===== config.mk =====
export PLATFORM = sky130hd
export DESIGN_NAME = alu_cmd_issuer
export DESIGN_NICKNAME = d
export VERILOG_FILES = /design/src/rtl/alu_cmd_issuer.sv
export SDC_FILE = /design/constraint.sdc
export NUM_CORES = 1
export LEC_CHECK = 0
export CELL_PAD_IN_SITES_DETAIL_PLACEMENT = 2
export CELL_PAD_IN_SITES_GLOBAL_PLACEMENT = 2
export CORE_ASPECT_RATIO = 0.8
export CORE_MARGIN = 8
export CORE_UTILIZATION = 34
export CTS_CLUSTER_DIAMETER = 150
export DETAILED_ROUTE_END_ITERATION = 8
export GPL_ROUTABILITY_DRIVEN = 0
export PLACE_DENSITY = 0.76
export SLEW_MARGIN = 10
export SYNTH_ARGS = -nofsm -noshare
export SYNTH_HDL_FRONTEND = slang
export SYNTH_SLANG_ARGS = --single-unit

===== constraint.sdc =====
create_clock -name clk -period 2.26 [get_ports clk]
set_input_delay 0.226 -clock clk [delete_from_list [all_inputs] [get_ports clk]]
set_output_delay 0.226 -clock clk [all_outputs]
set_load 0.05 [all_outputs]

===== src/rtl/alu_cmd_issuer.sv =====
// Command sequencer in front of the 8-operation ALU: buffers commands in a FIFO,
// issues them one at a time on registered operands and returns captured results.
module alu_cmd_issuer #(
  parameter int DW         = 8,
  parameter int FIFO_DEPTH = 4
) (
  input  logic          clk,
  input  logic          rst,
  input  logic          cmd_valid,
  output logic          cmd_ready,
  input  logic [2:0]    cmd_opcode,
  input  logic [DW-1:0] cmd_a,
  input  logic [DW-1:0] cmd_b,
  input  logic [DW-1:0] cmd_c,
  input  logic [DW-1:0] cmd_d,
  input  logic          cmd_sel,
  output logic [DW-1:0] alu_a,
  output logic [DW-1:0] alu_b,
  output logic [DW-1:0] alu_c,
  output logic [DW-1:0] alu_d,
  output logic [2:0]    alu_opcode,
  output logic          alu_sel,
  input  logic [DW-1:0] alu_result,
  input  logic          alu_zero,
  output logic          rsp_valid,
  input  logic          rsp_ready,
  output logic [DW-1:0] rsp_result,
  output logic          rsp_zero,
  output logic [2:0]    rsp_opcode,
  output logic          busy,
  input  logic          stat_clr,
  output logic [15:0]   stat_issued,
  output logic [15:0]   stat_zero
);

  localparam int AW = (FIFO_DEPTH > 1) ? $clog2(FIFO_DEPTH) : 1;
  localparam int CW = AW + 1;
  localparam int EW = 4 * DW + 4;

  typedef enum logic [1:0] {IDLE = 2'd0, EXEC = 2'd1, RESP = 2'd2} state_t;

  state_t        state, state_nxt;
  logic [EW-1:0] fifo_mem [FIFO_DEPTH];
  logic [AW-1:0] wr_ptr, rd_ptr;
  logic [CW-1:0] count;
  logic [EW-1:0] head_p0;
  logic          push, pop, capture, empty, full;

  function automatic logic [15:0] sat_inc(input logic [15:0] v);
    return (v == 16'hFFFF) ? v : v + 16'd1;
  endfunction

  assign full      = (count == CW'(FIFO_DEPTH));
  assign empty     = (count == '0);
  assign cmd_ready = !full;
  assign push      = cmd_valid && !full;
  assign head_p0   = fifo_mem[rd_ptr];
  assign busy      = !empty || (state != IDLE);

  // FIFO storage holds data only, so it carries no reset
  always_ff @(posedge clk) begin
    if (push) fifo_mem[wr_ptr] <= {cmd_opcode, cmd_sel, cmd_a, cmd_b, cmd_c, cmd_d};
  end

  always_ff @(posedge clk) begin
    if (rst) begin
      wr_ptr <= '0;
      rd_ptr <= '0;
      count  <= '0;
    end else begin
      if (push) wr_ptr <= wr_ptr + AW'(1);
      if (pop)  rd_ptr <= rd_ptr + AW'(1);
      case ({push, pop})
        2'b10:   count <= count + CW'(1);
        2'b01:   count <= count - CW'(1);
        default: count <= count;
      endcase
    end
  end

  always_comb begin
    state_nxt = state;
    pop       = 1'b0;
    capture   = 1'b0;
    case (state)
      IDLE: begin
        if (!empty) begin
          pop       = 1'b1;
          state_nxt = EXEC;
        end
      end
      EXEC: begin
        capture   = 1'b1;
        state_nxt = RESP;
      end
      RESP: begin
        if (rsp_ready) begin
          if (!empty) begin
            pop       = 1'b1;
            state_nxt = EXEC;
          end else begin
            state_nxt = IDLE;
          end
        end
      end
      default: state_nxt = IDLE;
    endcase
  end

  always_ff @(posedge clk) begin
    if (rst) state <= IDLE;
    else     state <= state_nxt;
  end

  // Issue stage: operands change only on a pop edge and stay put through EXEC
  always_ff @(posedge clk) begin
    if (rst) begin
      {alu_opcode, alu_sel, alu_a, alu_b, alu_c, alu_d} <= '0;
    end else if (pop) begin
      {alu_opcode, alu_sel, alu_a, alu_b, alu_c, alu_d} <= head_p0;
    end
  end

  // Response stage: capture at the end of EXEC, hold until the consumer takes it
  always_ff @(posedge clk) begin
    if (rst) begin
      rsp_valid  <= 1'b0;
      rsp_result <= '0;
      rsp_zero   <= 1'b0;
      rsp_opcode <= '0;
    end else if (capture) begin
      rsp_valid  <= 1'b1;
      rsp_result <= alu_result;
      rsp_zero   <= alu_zero;
      rsp_opcode <= alu_opcode;
    end else if (state == RESP && rsp_ready) begin
      rsp_valid  <= 1'b0;
    end
  end

  always_ff @(posedge clk) begin
    if (rst || stat_clr) begin
      stat_issued <= '0;
      stat_zero   <= '0;
    end else begin
      if (pop)                 stat_issued <= sat_inc(stat_issued);
      if (capture && alu_zero) stat_zero   <= sat_inc(stat_zero);
    end
  end

endmodule


# Word level (Yosys, flattened, before mapping)
# Memories as Yosys holds them, arrays and structs flattened. A register that Yosys moved wholly into a read port is not among the register bits.
# Cells that the tools add are included.
# Widths: inputs -> output; s select.
[word_totals]
reg_bits = 54
ram_bits = 144
inputBits = 50
out_inout_bits = 83
elab_cells = 56
n_memories = 1
[memory_table]
columns = ["name", "words", "word_bits", "read_ports", "rd_clocked_by_memory_dff", "write_ports", "line", "rtl"]
rows = [
  ["fifo_mem", 4, 36, 1, 1, 1, "43", "logic [EW-1:0] fifo_mem [FIFO_DEPTH];"],
]
[op_classes]
add_sub_neg = 6
n_eq_ne = 9
mux = 13
n_bitwise = 2
reduce_logical = 15
[ops]
columns = ["op", "n"]
rows = [
  ["$add 16x1->16 const B", 2],
  ["$eq 16x16->1 const B", 2],
  ["$mux 1", 8],
  ["$pmux 2 s3", 1],
  ["$pmux 3 s2", 1],
  ["$reduce_and 2->1", 3],
  ["$reduce_bool 2->1", 3],
  ["$add 2x1->2 const B", 2],
  ["$eq 2x1->1 const B", 2],
  ["$eq 2x2->1 const B", 2],
  ["$mux 2", 2],
  ["$ne 2x2->1 const B", 2],
  ["$add 3x1->3 const B", 1],
  ["$eq 3x3->1 const B", 1],
  ["$logic_and 1x1->1", 3],
  ["$logic_not 3->1", 1],
  ["$sub 3x1->3 const B", 1],
  ["$logic_not 1->1", 2],
  ["$logic_not 2->1", 1],
  ["$logic_or 1x1->1", 2],
  ["$not 1->1", 2],
  ["$pmux 1 s2", 1],
]

# Longest topological paths before layout
[logic_depth]
depth_word = 6
ltp_mapped = 10

# Worst setup path after synthesis
# Ideal clock, no wire load.
[synth_timing]
path_kind = "reg2reg"
from = "register count[0]"
to = "register count[2]"
arrival_time_ps = 2460
t_required_ps = 2190
setup_slack_ps = -271
stages_incl_launch_ff = 10
period_less_slack_ps = 2531
path_cell_list = "dfxtp_1 -> or3b_1 -> and2_1 -> inv_1 -> ha_1 -> inv_1 -> fa_1 -> xor2_1 -> or3_1 -> a21oi_1"
[synth_between]
elab_cells_between_ends = 13
classes_between = "add/sub (2); eq/ne (3); mux (4); reduce/logical (4)"
[synth_lines]
columns = ["element", "line", "rtl"]
rows = [
  ["start, declared", "45", "logic [CW-1:0] count;"],
  ["start signal, assigned", "74", "2'b10: count <= count + CW'(1);"],
  ["start signal, assigned", "75", "2'b01: count <= count - CW'(1);"],
  ["start signal, assigned", "76", "default: count <= count;"],
  ["$eq 3x3->1 (*)", "53", "assign full = (count == CW'(FIFO_DEPTH));"],
  ["$logic_not 1->1 (*)", "--", ""],
  ["net cmd_ready", "10", "output logic cmd_ready,"],
  ["$logic_and 1x1->1 (*)", "56", "assign push = cmd_valid && !full;"],
  ["$eq 2x1->1 / $eq 2x2->1 (equally long branches)", "73", "case ({push, pop})"],
  ["$pmux 3 s2 / $reduce_bool 2->1 (equally long branches)", "--", ""],
]
# The timed path passes the listed nets; every way through them passes the cells marked *.
# A chain may end at the register's enable or synchronous reset.

# Worst setup path in the final report
[layout_timing]
from = "register count[2]"
to = "register count[2]"
[layout_between]
elab_chain_cells = 6
elab_cells_between_ends = 13
classes_between = "add/sub (2); eq/ne (3); mux (4); reduce/logical (4)"
[layout_rtl]
columns = ["element", "line", "rtl"]
rows = [
  ["$logic_not 3->1", "54", "assign empty = (count == '0);"],
  ["$mux 1", "87, 98", ""],
  ["$mux 1", "97", "if (rsp_ready) begin"],
  ["$pmux 1 s2", "85", "case (state)"],
  ["$eq 2x1->1 / $eq 2x2->1 (equally long branches)", "73", ""],
  ["$pmux 3 s2 / $reduce_bool 2->1 (equally long branches)", "--", ""],
]
# Parallel ways exist; a longest one is shown, timed or not.

==> impl_metrics.csv <==
group,metric,value,unit
worst_setup_path,critPathMaxFanout,4,
synthesis,synth_ff_type,"edfxtp_1",
worst_setup_path,end_kind,"flop",
cells_and_area,multiInputGateArea,2780,um^2
hold_path,whs_path_depth,4,
worst_setup_path,crit_type,"reg -> reg",
floorplanning,die_area,32200,um^2
cts,cts_made_buffers,26,
synthesis,synth.most_common_cell,"edfxtp_1",
grt,grt_max_degree,67,
placed_design,numPortBuffers,132,
worst_setup_path,crit_path_max_incr_delay,390,ps
synthesis,synth_area,9060,um^2
worst_setup_path,crit_arrival,2670,ps
floorplanning,ios,133,
power,pwr-share-comb,33.9,%
sta,tightestPinTransition,820,ps
cts,cts_setup_buffers,0,
route,ant_nets,0,
floorplanning,die_w,199,um
sta,drv_slew,0,
synthesis,syn_inst,663,
sta,fmax,0.453,GHz
grt,met2_usage,28.3,%
power,total_power,14.8,mW
sta,rsz0062_at_grt,"true",
sta,finalSetupViolCount,0,
route,dr.pass1.iters,4,
cts,cts_tree,"yes",
sta,fin_setup_tns,0,ps
grt,grt_pass1_vias,7022,
cts,ctsHtreeMaxLevel,1,
route,drcViolationCount,0,
hold_path,min_from,"rst",
floorplanning,core_area,26300,um^2
grt,grt_usage,16.4,%
grt,use_met3,3.58,%
worst_setup_path,start_kind,"flop",
route,first_iter_violations,270,
grt,busiest_layer,"met2",
cts,clk_pin_slew,60,ps
route,num_vias,6221,
power,p_leak,3.84,nW
cells_and_area,n_fill_cell,2631,
worst_setup_path,required,2720,ps
synthesis,synthTopCellsByArea,"edfxtp_1 (48%), dfxtp_1 (20%), mux4_2 (8.9%), nand2_1 (4.9%), a21oi_1 (3.9%)",
floorplanning,fp.dieH,162,um
grt,antenna_found_initial,2,
power,seqPwrFrac,37.6,%
grt,grt_use_met1,20.4,%
synthesis,synth_top_area_cell,"edfxtp_1",
cts,ctsRootBufferMaster,"clkbuf_16",
cts,clk_latency,540,ps
worst_setup_path,r2r_start,"count[2]$_SDFFE_PP0P_",
sta,clock_skew,12.1,ps
placed_design,dp_hpwl,17.5,mm
synthesis,ys_warn_count,0,
worst_setup_path,cp_cell_sequence,"or3b_4 -> and2_4 -> inv_4 -> ha_4 -> inv_2 -> fa_2 -> xor2_1 -> or3_1 -> a21oi_2",
power,internal_power,9.41,mW
cells_and_area,drive_gt1_share,15.8,%
floorplanning,fp-row-count,53,
synthesis,synth_top_cell_area_share,47.7,%
sta,period_needed,2210,ps
cells_and_area,areaGrowthSynthToFinish,30.9,%
synthesis,synth_commonest_cells,"edfxtp_1 (144), nand2_1 (119), dfxtp_1 (90), a21oi_1 (71), mux4_2 (36)",
worst_setup_path,rrSetupSlack,50,ps
synthesis,seq_area_frac_synth,67.6,%
hold_path,holdPathEnd,"stat_issued[3]$_SDFFE_PP0P_",
floorplanning,start_util,34.5,%
power,swShare,36.3,%
worst_setup_path,reg2reg_depth,9,
job,cap_violations,0,
sta,hold_violations,0,
placed_design,placed_cell_area,11000,um^2
power,clkPwrFrac,28.5,%
cells_and_area,final_core_util,45.2,%
grt,grt_pass1_wl,41.2,mm
power,power.density,1250,nW/um^2
power,vdd_drop_max,0.749,mV
cells_and_area,nNetsFinal,878,
cells_and_area,antennaDiodeCount,0,
synthesis,ys_types,52,
cells_and_area,regArea,6130,um^2
route,wl_per_cell,22.1,um
cts,cts_max_path_buffers,3,
power,switching_power,5.36,mW
route,viasPerCell,5.20,
worst_setup_path,rr_endpoint,"count[2]$_SDFFE_PP0P_",
cts,clkSinkCount,234,
sta,slew_headroom,45.3,%
synthesis,syn-mean-instance-area,13.7,um^2
sta,min_period_over_period,97.6,%
synthesis,syn_nets,721,
outcome,status,"complete, no violations",
synthesis,synth_edf_count,144,
cells_and_area,stdcell_area,11900,um^2
synthesis,ys_ff_latch,234,
worst_setup_path,crit_path_top_delay_cell,"or3b_4",
grt,overflow,0,
route,routed_wirelength,26.4,mm
synthesis,async_flop_share,0,%
hold_path,hold_class,"in -> reg",
## kinds of logic after synthesis
family | share of synthesized area (%)
AOI/OAI and AO/OA | 6.82
xor gates and xnor gates | 0.483
adders and majority gates | 1.19
buffers and inverters | 2.11
DFF | 67.6
muxes | 9.83
and+or+nand+nor | 12.0
## power by group through the flow
stage	clock (mW)	sequential, mW	combinational [mW]
6_report	4.22	5.55	5.01
5_1_grt	4.49	5.62	5.37
4_1_cts	4.33	5.56	5.12
3_5_place_dp	0	5.64	5.04
3_3_place_gp	0	5.57	4.81
2_1_floorplan	0	6.72	2.07
## layout by cell type (no fill, tap or decap), types with 3 or more instances in the layout
cell type | synthesis | final
clkinv_2 | 0 | 7
nand2_1 | 119 | 119
ha_1 | 7 | 6
nor3_1 | 4 | 4
or4_1 | 9 | 9
clkdlybuf4s50_1 | 0 | 129
clkbuf_1 | 22 | 8
clkbuf_8 | 0 | 3
o21ai_0 | 10 | 10
buf_12 | 0 | 4
nand4_1 | 11 | 11
clkbuf_16 | 0 | 26
dfxtp_2 | 0 | 5
a21oi_1 | 71 | 70
xnor2_1 | 3 | 3
nand3_1 | 10 | 10
or2_2 | 3 | 3
mux4_2 | 36 | 36
and4_1 | 5 | 5
dfxtp_1 | 90 | 85
nor2_1 | 14 | 14
or3_1 | 15 | 15
and3_2 | 0 | 4
o31ai_1 | 12 | 12
nor4_1 | 6 | 6
mux2i_1 | 8 | 8
edfxtp_1 | 144 | 144
a2111o_1 | 3 | 3
inv_1 | 10 | 8
buf_4 | 0 | 28
## per-stage QoR
step / hold WS (ps) / setup WS (ps) / instances
CTS: 140 / 11.8 / 1197
floorplan: 325 / 27.9 / 663
finish: 165 / 54.5 / 1197
global placement: 444 / -145 / 1149
detailed placement: 458 / -276 / 1149
global route: 178 / -21.1 / 1197
## registers in the layout, summed over array words and instances (netlist names)
| signal | cells |
|---|---|
| alu_c | 8 |
| state | 2 |
| rsp_zero | 1 |
| fifo_mem | 144 |
| rsp_result | 8 |
| count | 3 |
| alu_a | 8 |
| alu_opcode | 3 |
| rsp_valid | 1 |
| rsp_opcode | 3 |
| stat_issued | 16 |
| alu_d | 8 |
| stat_zero | 16 |
| wr_ptr | 2 |
| alu_sel | 1 |
| rd_ptr | 2 |
| alu_b | 8 |
## worst max-delay path, delay by kind of cell (launching register included)
family	cells	cell delay (ps)
simple gates	3	880
xor+xnor	1	150
compound gates	1	150
fa+ha+maj	2	490
flops	1	350
buf+inv	2	110
## area by class of cell
class	count	share of cell area (%)
flip-flops and latches	234	51.7
multi-input cells	383	23.4
repair buffers	164	13.5
clock buffers	37	6.09
well taps	357	3.77
clock inverters	11	1.12
inverters	11	0.411
## metal layers
layer | vias to the layer above | part of all wire, %
li1 | 2829 | -
met1 | 3176 | 42
met2 | 162 | 50
met3 | 50 | 5.8
met4 | 4 | 2.1
met5 | - | 0.10
## how the worst max path moves through the flow
stage	startpoint	to	slack, ps	cells after the start
global placement	rsp_ready	count[2]$_SDFFE_PP0P_	-140	10
detailed placement	rsp_ready	count[2]$_SDFFE_PP0P_	-280	10
finish	count[2]$_SDFFE_PP0P_	count[2]$_SDFFE_PP0P_	50	9
CTS	count[1]$_SDFFE_PP0P_	count[2]$_SDFFE_PP0P_	10	9
global route	count[2]$_SDFFE_PP0P_	count[2]$_SDFFE_PP0P_	-20	9
floorplan	count[2]$_SDFFE_PP0P_	count[2]$_SDFFE_PP0P_	30	9
## repair_timing
action                                  in CTS  in global routing
hold buffers                                 0                  0
pin swaps                                    1                  1
endpoints found under the setup margin       3                  2
gates cloned                                 0                  0
gates resized for setup                      7                  4
Power figures use the tool's default switching activity.
